<file path="config.mk">
export PLATFORM = sky130hd
export DESIGN_NAME = corr_window_engine_flat
export DESIGN_NICKNAME = d
export VERILOG_FILES = /design/src/rtl/corr_pkg.sv /design/src/rtl/corr_window_engine_if.sv /design/src/rtl/corr_mac.sv /design/src/rtl/corr_window_engine.sv /design/src/flat_wrapper.sv
export SDC_FILE = /design/constraint.sdc
export NUM_CORES = 1
export LEC_CHECK = 0
export CORE_UTILIZATION = 40
export DETAILED_ROUTE_END_ITERATION = 12
export PLACE_DENSITY = 0.59
export SYNTH_ARGS = -nofsm -noshare
export SYNTH_HDL_FRONTEND = slang
export SYNTH_SLANG_ARGS = --single-unit
</file>
<file path="constraint.sdc">
create_clock -name iCLK -period 6.88 [get_ports iCLK]
set_input_delay 1.376 -clock iCLK [delete_from_list [all_inputs] [get_ports iCLK]]
set_output_delay 1.376 -clock iCLK [all_outputs]
set_load 0.005 [all_outputs]
</file>
<file path="src/rtl/corr_pkg.sv">
// -----------------------------------------------------------------------------
// corr_pkg
// Shared defaults and types for the template-correlation window engine.
//   - Frame and template geometry, pixel width, frame address width and the
//     fixed read latency of the frame and template memories.
//   - FSM state encoding used by the engine.
//   - const_mul: shift-and-add product of a coordinate and a constant. When
//     the constant is a parameter this reduces to a few adders, so no general
//     multiplier is built on the start row.
// -----------------------------------------------------------------------------
package corr_pkg;

    localparam int H_RES    = 640;
    localparam int V_RES    = 480;
    localparam int TW       = 16;
    localparam int TH       = 16;
    localparam int PIX_W    = 8;
    localparam int ADDR_W   = 19;
    localparam int READ_LAT = 2;
    localparam int CORR_W   = 32;
    localparam int COORD_W  = 13;
    localparam int TPL_AW   = $clog2(TW * TH);

    typedef enum logic [1:0] {
        IDLE  = 2'd0,
        ISSUE = 2'd1,
        DRAIN = 2'd2,
        DONE  = 2'd3
    } state_t;

    function automatic logic [31:0] const_mul(input logic [COORD_W-1:0] v,
                                              input int unsigned       k);
        logic [31:0] acc;
        acc = '0;
        for (int i = 0; i < 32; i++) begin
            if (k[i]) begin
                acc = acc + (32'(v) << i);
            end
        end
        return acc;
    endfunction

endpackage

</file>
<file path="src/rtl/corr_window_engine_if.sv">
// -----------------------------------------------------------------------------
// corr_window_engine_if
// Bundles every non-clock signal of the correlation engine: the scan
// controller handshake (start/coordinates/score/done/busy) and the read
// ports of the frame store and template memory.
//   slave  : the engine side (drives addresses, strobe, score, done, busy)
//   master : the environment side (controller + memories)
// -----------------------------------------------------------------------------
interface corr_window_engine_if #(
    parameter int ADDR_W  = corr_pkg::ADDR_W,
    parameter int PIX_W   = corr_pkg::PIX_W,
    parameter int TPL_AW  = corr_pkg::TPL_AW,
    parameter int COORD_W = corr_pkg::COORD_W,
    parameter int CORR_W  = corr_pkg::CORR_W
);
    // Controller handshake
    logic               iStart;
    logic [COORD_W-1:0] iX;
    logic [COORD_W-1:0] iY;
    logic [CORR_W-1:0]  oCorr;
    logic               oDone;
    logic               oBusy;

    // Frame store read port
    logic [ADDR_W-1:0]  oFrameAddr;
    logic               oFrameRd;
    logic [PIX_W-1:0]   iFrameData;

    // Template memory read port
    logic [TPL_AW-1:0]  oTplAddr;
    logic [PIX_W-1:0]   iTplData;

    modport slave (
        input  iStart, iX, iY, iFrameData, iTplData,
        output oCorr, oDone, oBusy, oFrameAddr, oFrameRd, oTplAddr
    );

    modport master (
        output iStart, iX, iY, iFrameData, iTplData,
        input  oCorr, oDone, oBusy, oFrameAddr, oFrameRd, oTplAddr
    );

endinterface

</file>
<file path="src/rtl/corr_mac.sv">
// -----------------------------------------------------------------------------
// corr_mac
// Tag-gated multiply register followed by an accumulator.
//   clk, rst  : clock, asynchronous active-high reset
//   clr_i     : clears the accumulator (priority over en_i)
//   en_i      : adds the registered product into the accumulator
//   tag_i     : slot is valid and inside the frame; when low the product is 0
//   pix_a_i   : frame pixel
//   pix_b_i   : template pixel
//   acc_o     : running sum of products
// The product register is loaded every cycle; an untagged slot loads zero, so
// clipped or idle slots never disturb the sum whatever the memories return.
// -----------------------------------------------------------------------------
module corr_mac
    import corr_pkg::*;
#(
    parameter int PIX_W = corr_pkg::PIX_W,
    parameter int ACC_W = CORR_W
) (
    input  logic             clk,
    input  logic             rst,
    input  logic             clr_i,
    input  logic             en_i,
    input  logic             tag_i,
    input  logic [PIX_W-1:0] pix_a_i,
    input  logic [PIX_W-1:0] pix_b_i,
    output logic [ACC_W-1:0] acc_o
);

    localparam int PROD_W = 2 * PIX_W;

    logic [PROD_W-1:0] prod_q, prod_d;
    logic [ACC_W-1:0]  acc_q, acc_d;

    // NOTE: every variable assigned in always_comb gets a value on every path
    // (here via the ternaries); a missing branch would infer a latch.
    always_comb begin
        prod_d = tag_i ? (PROD_W'(pix_a_i) * PROD_W'(pix_b_i)) : '0;
        acc_d  = clr_i ? '0 : (en_i ? acc_q + ACC_W'(prod_q) : acc_q);
    end

    // NOTE: state registers use non-blocking assignments so every flop samples
    // the pre-edge value of every other flop, independent of statement order.
    always_ff @(posedge clk or posedge rst) begin
        if (rst) begin
            prod_q <= '0;
            acc_q  <= '0;
        end else begin
            prod_q <= prod_d;
            acc_q  <= acc_d;
        end
    end

    assign acc_o = acc_q;

endmodule

</file>
<file path="src/rtl/corr_window_engine.sv">
// -----------------------------------------------------------------------------
// corr_window_engine
// Unsigned sum-of-products between a TW x TH template and the frame window
// whose top-left corner is (iX, iY). One score and one done pulse per window.
//   iCLK, iRST : clock, asynchronous active-high reset
//   bus        : corr_window_engine_if.slave
//     iStart/iX/iY     start request, accepted only while idle
//     oFrameAddr/Rd    frame read, one slot per ISSUE cycle
//     iFrameData       frame pixel, READ_LAT cycles after the address
//     oTplAddr         template read, ty*TW+tx
//     iTplData         template pixel, READ_LAT cycles after the address
//     oCorr/oDone      score and its one-cycle valid pulse
//     oBusy            high from accept through the done cycle
// Timeline (accept in cycle T): ISSUE T+1..T+N, DRAIN READ_LAT+2 cycles,
// DONE in T+N+READ_LAT+3. Slot k address in cycle k, data k+READ_LAT,
// product k+READ_LAT+1, accumulated k+READ_LAT+2.
// -----------------------------------------------------------------------------
module corr_window_engine
    import corr_pkg::*;
#(
    parameter int H_RES    = corr_pkg::H_RES,
    parameter int V_RES    = corr_pkg::V_RES,
    parameter int TW       = corr_pkg::TW,
    parameter int TH       = corr_pkg::TH,
    parameter int PIX_W    = corr_pkg::PIX_W,
    parameter int ADDR_W   = corr_pkg::ADDR_W,
    parameter int READ_LAT = corr_pkg::READ_LAT
) (
    input  logic                  iCLK,
    input  logic                  iRST,
    corr_window_engine_if.slave   bus
);

    localparam int N         = TW * TH;
    localparam int TX_W      = $clog2(TW);
    localparam int TY_W      = $clog2(TH);
    localparam int TPL_W     = $clog2(N);
    localparam int DRAIN_CYC = READ_LAT + 2;
    localparam int DR_W      = $clog2(DRAIN_CYC + 1);
    localparam int C_W       = COORD_W + 1;

    // ---------------------------------------------------------------------
    // State and datapath registers
    // ---------------------------------------------------------------------
    state_t               state_q, state_d;
    logic [COORD_W-1:0]   x_q, x_d;
    logic [COORD_W-1:0]   y_q, y_d;
    logic [TX_W-1:0]      tx_q, tx_d;
    logic [TY_W-1:0]      ty_q, ty_d;
    logic [TPL_W-1:0]     tpl_q, tpl_d;
    logic [ADDR_W-1:0]    row_base_q, row_base_d;
    logic [DR_W-1:0]      drain_q, drain_d;
    logic [CORR_W-1:0]    corr_q, corr_d;
    logic [READ_LAT-1:0]  tag_q, tag_d;

    // FSM decoded outputs
    logic busy, done, issuing;

    logic               accept;
    logic [C_W-1:0]     col, row;
    logic               in_frame;
    logic               slot_last;
    logic               drain_last;
    logic [CORR_W-1:0]  acc;

    assign accept = bus.iStart && (state_q == IDLE);

    // Current slot geometry. One extra bit keeps iX+tx from wrapping below
    // the resolution limits.
    assign col        = C_W'(x_q) + C_W'(tx_q);
    assign row        = C_W'(y_q) + C_W'(ty_q);
    assign in_frame   = (col < C_W'(H_RES)) && (row < C_W'(V_RES));
    assign slot_last  = (tx_q == TX_W'(TW - 1)) && (ty_q == TY_W'(TH - 1));
    assign drain_last = (drain_q == DR_W'(DRAIN_CYC - 1));

    // ---------------------------------------------------------------------
    // FSM: state register
    // ---------------------------------------------------------------------
    always_ff @(posedge iCLK or posedge iRST) begin
        if (iRST) begin
            state_q <= IDLE;
        end else begin
            state_q <= state_d;
        end
    end

    // ---------------------------------------------------------------------
    // FSM: next state
    // ---------------------------------------------------------------------
    always_comb begin
        state_d = state_q;
        case (state_q)
            IDLE:    if (accept)     state_d = ISSUE;
            ISSUE:   if (slot_last)  state_d = DRAIN;
            DRAIN:   if (drain_last) state_d = DONE;
            DONE:                    state_d = IDLE;
            default:                 state_d = IDLE;
        endcase
    end

    // ---------------------------------------------------------------------
    // FSM: outputs
    // ---------------------------------------------------------------------
    always_comb begin
        busy    = (state_q != IDLE);
        done    = (state_q == DONE);
        issuing = (state_q == ISSUE);
    end

    // ---------------------------------------------------------------------
    // Datapath next state
    // ---------------------------------------------------------------------
    always_comb begin
        x_d        = x_q;
        y_d        = y_q;
        tx_d       = tx_q;
        ty_d       = ty_q;
        tpl_d      = tpl_q;
        row_base_d = row_base_q;
        drain_d    = drain_q;
        corr_d     = corr_q;

        if (accept) begin
            x_d        = bus.iX;
            y_d        = bus.iY;
            tx_d       = '0;
            ty_d       = '0;
            tpl_d      = '0;
            row_base_d = ADDR_W'(const_mul(bus.iY, H_RES));
        end else if (issuing && !slot_last) begin
            // Counters stop on the last slot so the addresses hold afterwards.
            tpl_d = tpl_q + 1'b1;
            if (tx_q == TX_W'(TW - 1)) begin
                tx_d       = '0;
                ty_d       = ty_q + 1'b1;
                row_base_d = row_base_q + ADDR_W'(H_RES);
            end else begin
                tx_d = tx_q + 1'b1;
            end
        end

        if (issuing) begin
            drain_d = '0;
        end else if (state_q == DRAIN) begin
            drain_d = drain_q + 1'b1;
        end

        // The last product lands in the accumulator in the final DRAIN cycle,
        // so the score is captured on the edge into DONE.
        if ((state_q == DRAIN) && drain_last) begin
            corr_d = acc;
        end

        // Tag bit for the current slot enters at bit 0; bit READ_LAT-1 lines
        // up with the returning data.
        tag_d = READ_LAT'({tag_q, issuing && in_frame});
    end

    always_ff @(posedge iCLK or posedge iRST) begin
        if (iRST) begin
            x_q        <= '0;
            y_q        <= '0;
            tx_q       <= '0;
            ty_q       <= '0;
            tpl_q      <= '0;
            row_base_q <= '0;
            drain_q    <= '0;
            corr_q     <= '0;
            tag_q      <= '0;
        end else begin
            x_q        <= x_d;
            y_q        <= y_d;
            tx_q       <= tx_d;
            ty_q       <= ty_d;
            tpl_q      <= tpl_d;
            row_base_q <= row_base_d;
            drain_q    <= drain_d;
            corr_q     <= corr_d;
            tag_q      <= tag_d;
        end
    end

    // ---------------------------------------------------------------------
    // Multiply-accumulate
    // ---------------------------------------------------------------------
    corr_mac #(
        .PIX_W (PIX_W),
        .ACC_W (CORR_W)
    ) u_mac (
        .clk     (iCLK),
        .rst     (iRST),
        .clr_i   (accept),
        .en_i    (busy),
        .tag_i   (tag_q[READ_LAT-1]),
        .pix_a_i (bus.iFrameData),
        .pix_b_i (bus.iTplData),
        .acc_o   (acc)
    );

    // ---------------------------------------------------------------------
    // Outputs
    // ---------------------------------------------------------------------
    assign bus.oFrameAddr = row_base_q + ADDR_W'(col);
    assign bus.oFrameRd   = issuing && in_frame;
    assign bus.oTplAddr   = tpl_q;
    assign bus.oCorr      = corr_q;
    assign bus.oDone      = done;
    assign bus.oBusy      = busy;

endmodule

</file>
<file path="src/flat_wrapper.sv">
// flat-port wrapper written by rule: the top's interface ports become plain ports
module corr_window_engine_flat import corr_pkg::*;
#(
    parameter int H_RES    = corr_pkg::H_RES,
    parameter int V_RES    = corr_pkg::V_RES,
    parameter int TW       = corr_pkg::TW,
    parameter int TH       = corr_pkg::TH,
    parameter int PIX_W    = corr_pkg::PIX_W,
    parameter int ADDR_W   = corr_pkg::ADDR_W,
    parameter int READ_LAT = corr_pkg::READ_LAT
)
  (iCLK, iRST, bus_iStart, bus_iX, bus_iY, bus_iFrameData, bus_iTplData, bus_oCorr, bus_oDone, bus_oBusy, bus_oFrameAddr, bus_oFrameRd, bus_oTplAddr);
  corr_window_engine_if #(.ADDR_W(ADDR_W), .PIX_W(PIX_W)) bus_i ();
  input  logic iCLK;
  input  logic iRST;
  input wire logic [$bits(bus_i.iStart)-1:0] bus_iStart;
  input wire logic [$bits(bus_i.iX)-1:0] bus_iX;
  input wire logic [$bits(bus_i.iY)-1:0] bus_iY;
  input wire logic [$bits(bus_i.iFrameData)-1:0] bus_iFrameData;
  input wire logic [$bits(bus_i.iTplData)-1:0] bus_iTplData;
  output wire logic [$bits(bus_i.oCorr)-1:0] bus_oCorr;
  output wire logic [$bits(bus_i.oDone)-1:0] bus_oDone;
  output wire logic [$bits(bus_i.oBusy)-1:0] bus_oBusy;
  output wire logic [$bits(bus_i.oFrameAddr)-1:0] bus_oFrameAddr;
  output wire logic [$bits(bus_i.oFrameRd)-1:0] bus_oFrameRd;
  output wire logic [$bits(bus_i.oTplAddr)-1:0] bus_oTplAddr;
  assign bus_i.iStart = bus_iStart;
  assign bus_i.iX = bus_iX;
  assign bus_i.iY = bus_iY;
  assign bus_i.iFrameData = bus_iFrameData;
  assign bus_i.iTplData = bus_iTplData;
  assign bus_oCorr = bus_i.oCorr;
  assign bus_oDone = bus_i.oDone;
  assign bus_oBusy = bus_i.oBusy;
  assign bus_oFrameAddr = bus_i.oFrameAddr;
  assign bus_oFrameRd = bus_i.oFrameRd;
  assign bus_oTplAddr = bus_i.oTplAddr;
  corr_window_engine #(.H_RES(H_RES), .V_RES(V_RES), .TW(TW), .TH(TH), .PIX_W(PIX_W), .ADDR_W(ADDR_W), .READ_LAT(READ_LAT)) u_core (.iCLK(iCLK), .iRST(iRST), .bus(bus_i));
endmodule
</file>
==> results.yml <==
run_status:
  status: "finished clean"
route:
  avgRoutedWirePerCell_um: 14.6
  drtPass1Iterations: 5
  ant_nets: 0
  num_vias: 7420
  wirelength_um: 21300
  vias_per_cell: 5.07
  drc: 0
  dr.first_iter.drc_count: 421
sta:
  setup_violations: 0
  slew_viol_final: 0
  worst_slew_pin_slew_ns: 0.994
  rsz0062_at_grt: "false"
  fin_crit_sh_pct: 89.4
  clock_skew_ns: 0.0126
  setup-tns-final_ns: 0
  fmax_mhz: 163
  finalWorstSetupSlack_ns: 0.727
  post-route-min-period_ns: 6.15
  hold_viol_final: 0
  slew_headroom_pct: 33.7
clocking:
  cts.reportedPaths.clkPinSlew_ns: 0.06
  post_cts.repair.setup_buffers: 0
  cts_buffer_depth: 2
  postCtsResizedCells: 0
  numCtsBuffers: 17
  cts_hold_buf: 0
  cts.sinks: 141
  cts_tree: "built"
  htreeDepth: 4
  clkLatencyLatePin_ns: 0.42
  root_buffer: "clkbuf_16"
hold_path:
  hold_path.class: "flip-flop to flip-flop"
  hold_path_startpoint: "u_core.tag_q[0]$_DFF_PP0_"
  worstHoldEndpoint: "u_core.tag_q[1]$_DFF_PP0_"
  hold_depth: 0
logic_synthesis:
  synth_ff_type: "dfrtp_1"
  ys_seq_area_share_pct: 35.6
  ys_ff_latch: 141
  muxShareOfSynthArea_pct: 4.43
  synth_top_family_by_area: "adder cells"
  syn-num-nets: 1198
  yosys.area_share.adder_pct: 18.9
  synth_compound_area_share_pct: 12.6
  synthTopCellsByArea: "dfrtp_1 36%, ha_1 11%, fa_1 7.9%, nand2_1 5.5%, and2_1 4.2%"
  syn_area_per_cell_um2: 9.65
  ys_types: 68
  synth_top_area_share_pct: 35.6
  synth-edff-count: 0
  synth_xor_area_share_pct: 6.45
  synth_cells: 1027
  syn_area_um2: 9910
  yosysTopAreaCell: "dfrtp_1"
  synthArstFlopShare_pct: 100
  synthSimpleGateAreaFrac_pct: 18.0
  yosysWarnings: 0
worst_setup_path:
  criticalPathCategory: "flip-flop to primary output"
  cp-end-kind: "primary output"
  reg2regPathDepth: 8
  max_stage_delay_ns: 0.52
  regToRegEndpoint: "u_core.u_mac.acc_o[17]$_DFFE_PP0P_"
  path_cells: "ha_1 -> fa_1 -> a21o_1 -> a21oi_1 -> or2_2 -> inv_1 -> nand2_1 -> xnor2_1 -> ha_1 -> a21o_1 -> a21oi_1 -> o21ai_0 -> o41a_1 -> a41o_1 -> nand3_1 -> xnor2_1 -> clkdlybuf4s50_1"
  worstPathMaxFanout: 6
  r2r-start: "u_core.u_mac.acc_o[10]$_DFFE_PP0P_"
  startpoint: "u_core.tx_q[0]$_DFFE_PP0P_"
  cp-start-kind: "flip-flop"
  critPathRequiredTime_ns: 5.50
  crit_slowest_cell: "clkdlybuf4s50_1"
  path_depth: 17
  r2r_slack_ns: 3.94
  cp_top_family: "compound AO/OA/AOI/OAI gates"
  critical_path_arrival_ns: 4.78
  critPathBufInv: 2
power:
  p_switching_uw: 1510
  ir_drop_v: 0.000173
  p_int_uw: 2650
  p_sw_share_pct: 36.4
  p_comb_share_pct: 45.4
  powerDensity_nw_per_um2: 349
  p_clk_share_pct: 23.0
  seqPwrFrac_pct: 31.5
  p_leak_uw: 0.00562
global_routing:
  grt_usage_pct: 17.7
  grt_pass1_wl_um: 36600
  grt_pass1_vias: 7519
  grt_max_degree: 89
  overflow: 0
  antenna_found_initial: 0
finish:
  multi_input_area_um2: 5980
  fillCellCount: 2237
  diodes: 0
  final_nets: 1298
  regArea_um2: 3530
  area_growth_pct: 20.2
  drive_gt1_share_pct: 6.93
  fin_util_pct: 49.0
floorplan:
  io_pins: 107
  die_height_um: 159
  die_x_um: 159
  row_count: 57
  coreArea_um2: 24300
  die_area_um2: 25400
  start_util_pct: 40.8
flow_run:
  drv_cap: 0
placed_design:
  io_buffers: 106
  dp_worst_setup_slack_ns: 0.739
  gp_congestion: 0.853
  dp_hpwl_um: 15900
==> area by class of cell <==
cell class	instances	share of cell area [%]
inverter	77	2.47
clock buffer	20	3.83
sequential	141	29.6
clock inverter	12	1.32
multi-input combinational	780	50.2
timing repair buffer	110	9.16
tap	324	3.40
==> cells in the mapped netlist, types with 6 or more instances <==
cell type,instances
o21ai_0,46
xnor2_1,44
o41ai_1,6
and2_1,66
nor3_1,13
nor2_1,42
nor2b_1,9
a21oi_1,40
inv_1,76
xor2_1,29
and3_1,17
a21o_1,18
ha_1,87
clkbuf_1,27
mux2_2,31
nand3b_1,12
dfrtp_1,141
o21a_1,8
or3_1,6
mux2i_1,9
nand2_1,146
fa_1,39
nand3_1,22
==> cells by family (layout without fill, tap and decap cells) <==
group | count (synthesis) | in the layout
adder cells (fa/ha/maj) | 126 | 126
XOR/XNOR | 73 | 73
flip-flops | 141 | 141
AND/OR/NAND/NOR | 360 | 360
AO/OA/AOI/OAI | 180 | 180
multiplexers | 40 | 40
buffers and inverters | 106 | 219
other | 1 | 1
==> flip-flops by register name (all words and copies together) (netlist names) <==
name,count
u_core.tag_q,2
u_core.bus.oTplAddr,8
u_core.u_mac.acc_o,32
u_core.y_q,13
u_core.u_mac.prod_q,16
u_core.state_q,2
u_core.x_q,13
u_core.drain_q,3
u_core.tx_q,4
u_core.bus.oCorr,32
u_core.ty_q,4
u_core.row_base_q,12
==> power groups by stage <==
stage	Combinational [µW]	Sequential, µW	Clock, µW
floorplan	1230	1270	0
global placement	1880	1330	0
detailed placement	1910	1330	0
CTS	1920	1310	986
global route	2150	1350	1020
finish	1890	1310	958
==> worst max-delay path by stage <==
stage,to,slack (ns)
2_1_floorplan,u_core.u_mac.prod_q[11]$_DFF_PP0_,1.62
3_3_place_gp,u_core.u_mac.prod_q[11]$_DFF_PP0_,0.82
3_5_place_dp,u_core.u_mac.prod_q[11]$_DFF_PP0_,0.74
4_1_cts,bus_oFrameAddr[16],0.68
5_1_grt,bus_oFrameAddr[18],0.29
6_report,bus_oFrameAddr[16],0.73
==> cell usage in the layout, fill, tap and decap left out, drive strengths merged, types with 4 or more instances in the layout <==
master,count
clkinv,4
and3,17
o21ai,50
o311ai,6
fa,39
o31ai,6
dfrtp,141
o41ai,6
buf,4
mux2i,9
clkbuf,20
nor2b,9
nor3,13
and2,66
nand3,22
o21bai,4
nand2,146
nand2b,4
clkdlybuf4s50,106
nand3b,12
o211ai,5
a21oi,41
xor2,29
xnor2,44
o21a,8
a21o,18
and4,4
a211oi,4
nand4,5
or3,6
nor2,42
inv,79
ha,87
a31oi,5
mux2,31
==> per-layer routing <==
| layer | vias to the layer above | track usage (%) | routed length (µm) |
|---|---|---|---|
| li1 | 3724 | - | - |
| met1 | 3560 | 24.2 | 10400 |
| met2 | 120 | 29.1 | 10200 |
| met3 | 16 | 2.89 | 535 |
| met4 | 0 | 4.81 | 239 |
| met5 | - | 0 | 0 |
==> per-stage QoR <==
| step | std cells | area [µm²] | power [µW] | hold slack [ns] |
|---|---|---|---|---|
| global route | 1464 | 11900 | 4530 | 0.369 |
| floorplan | 1027 | 9910 | 2490 | 0.331 |
| global placement | 1432 | 11300 | 3210 | 0.339 |
| finish | 1464 | 11900 | 4160 | 0.367 |
| detailed placement | 1432 | 11300 | 3230 | 0.339 |
| CTS | 1464 | 11900 | 4220 | 0.367 |
Note: power is estimated with default switching activity, not from simulation.
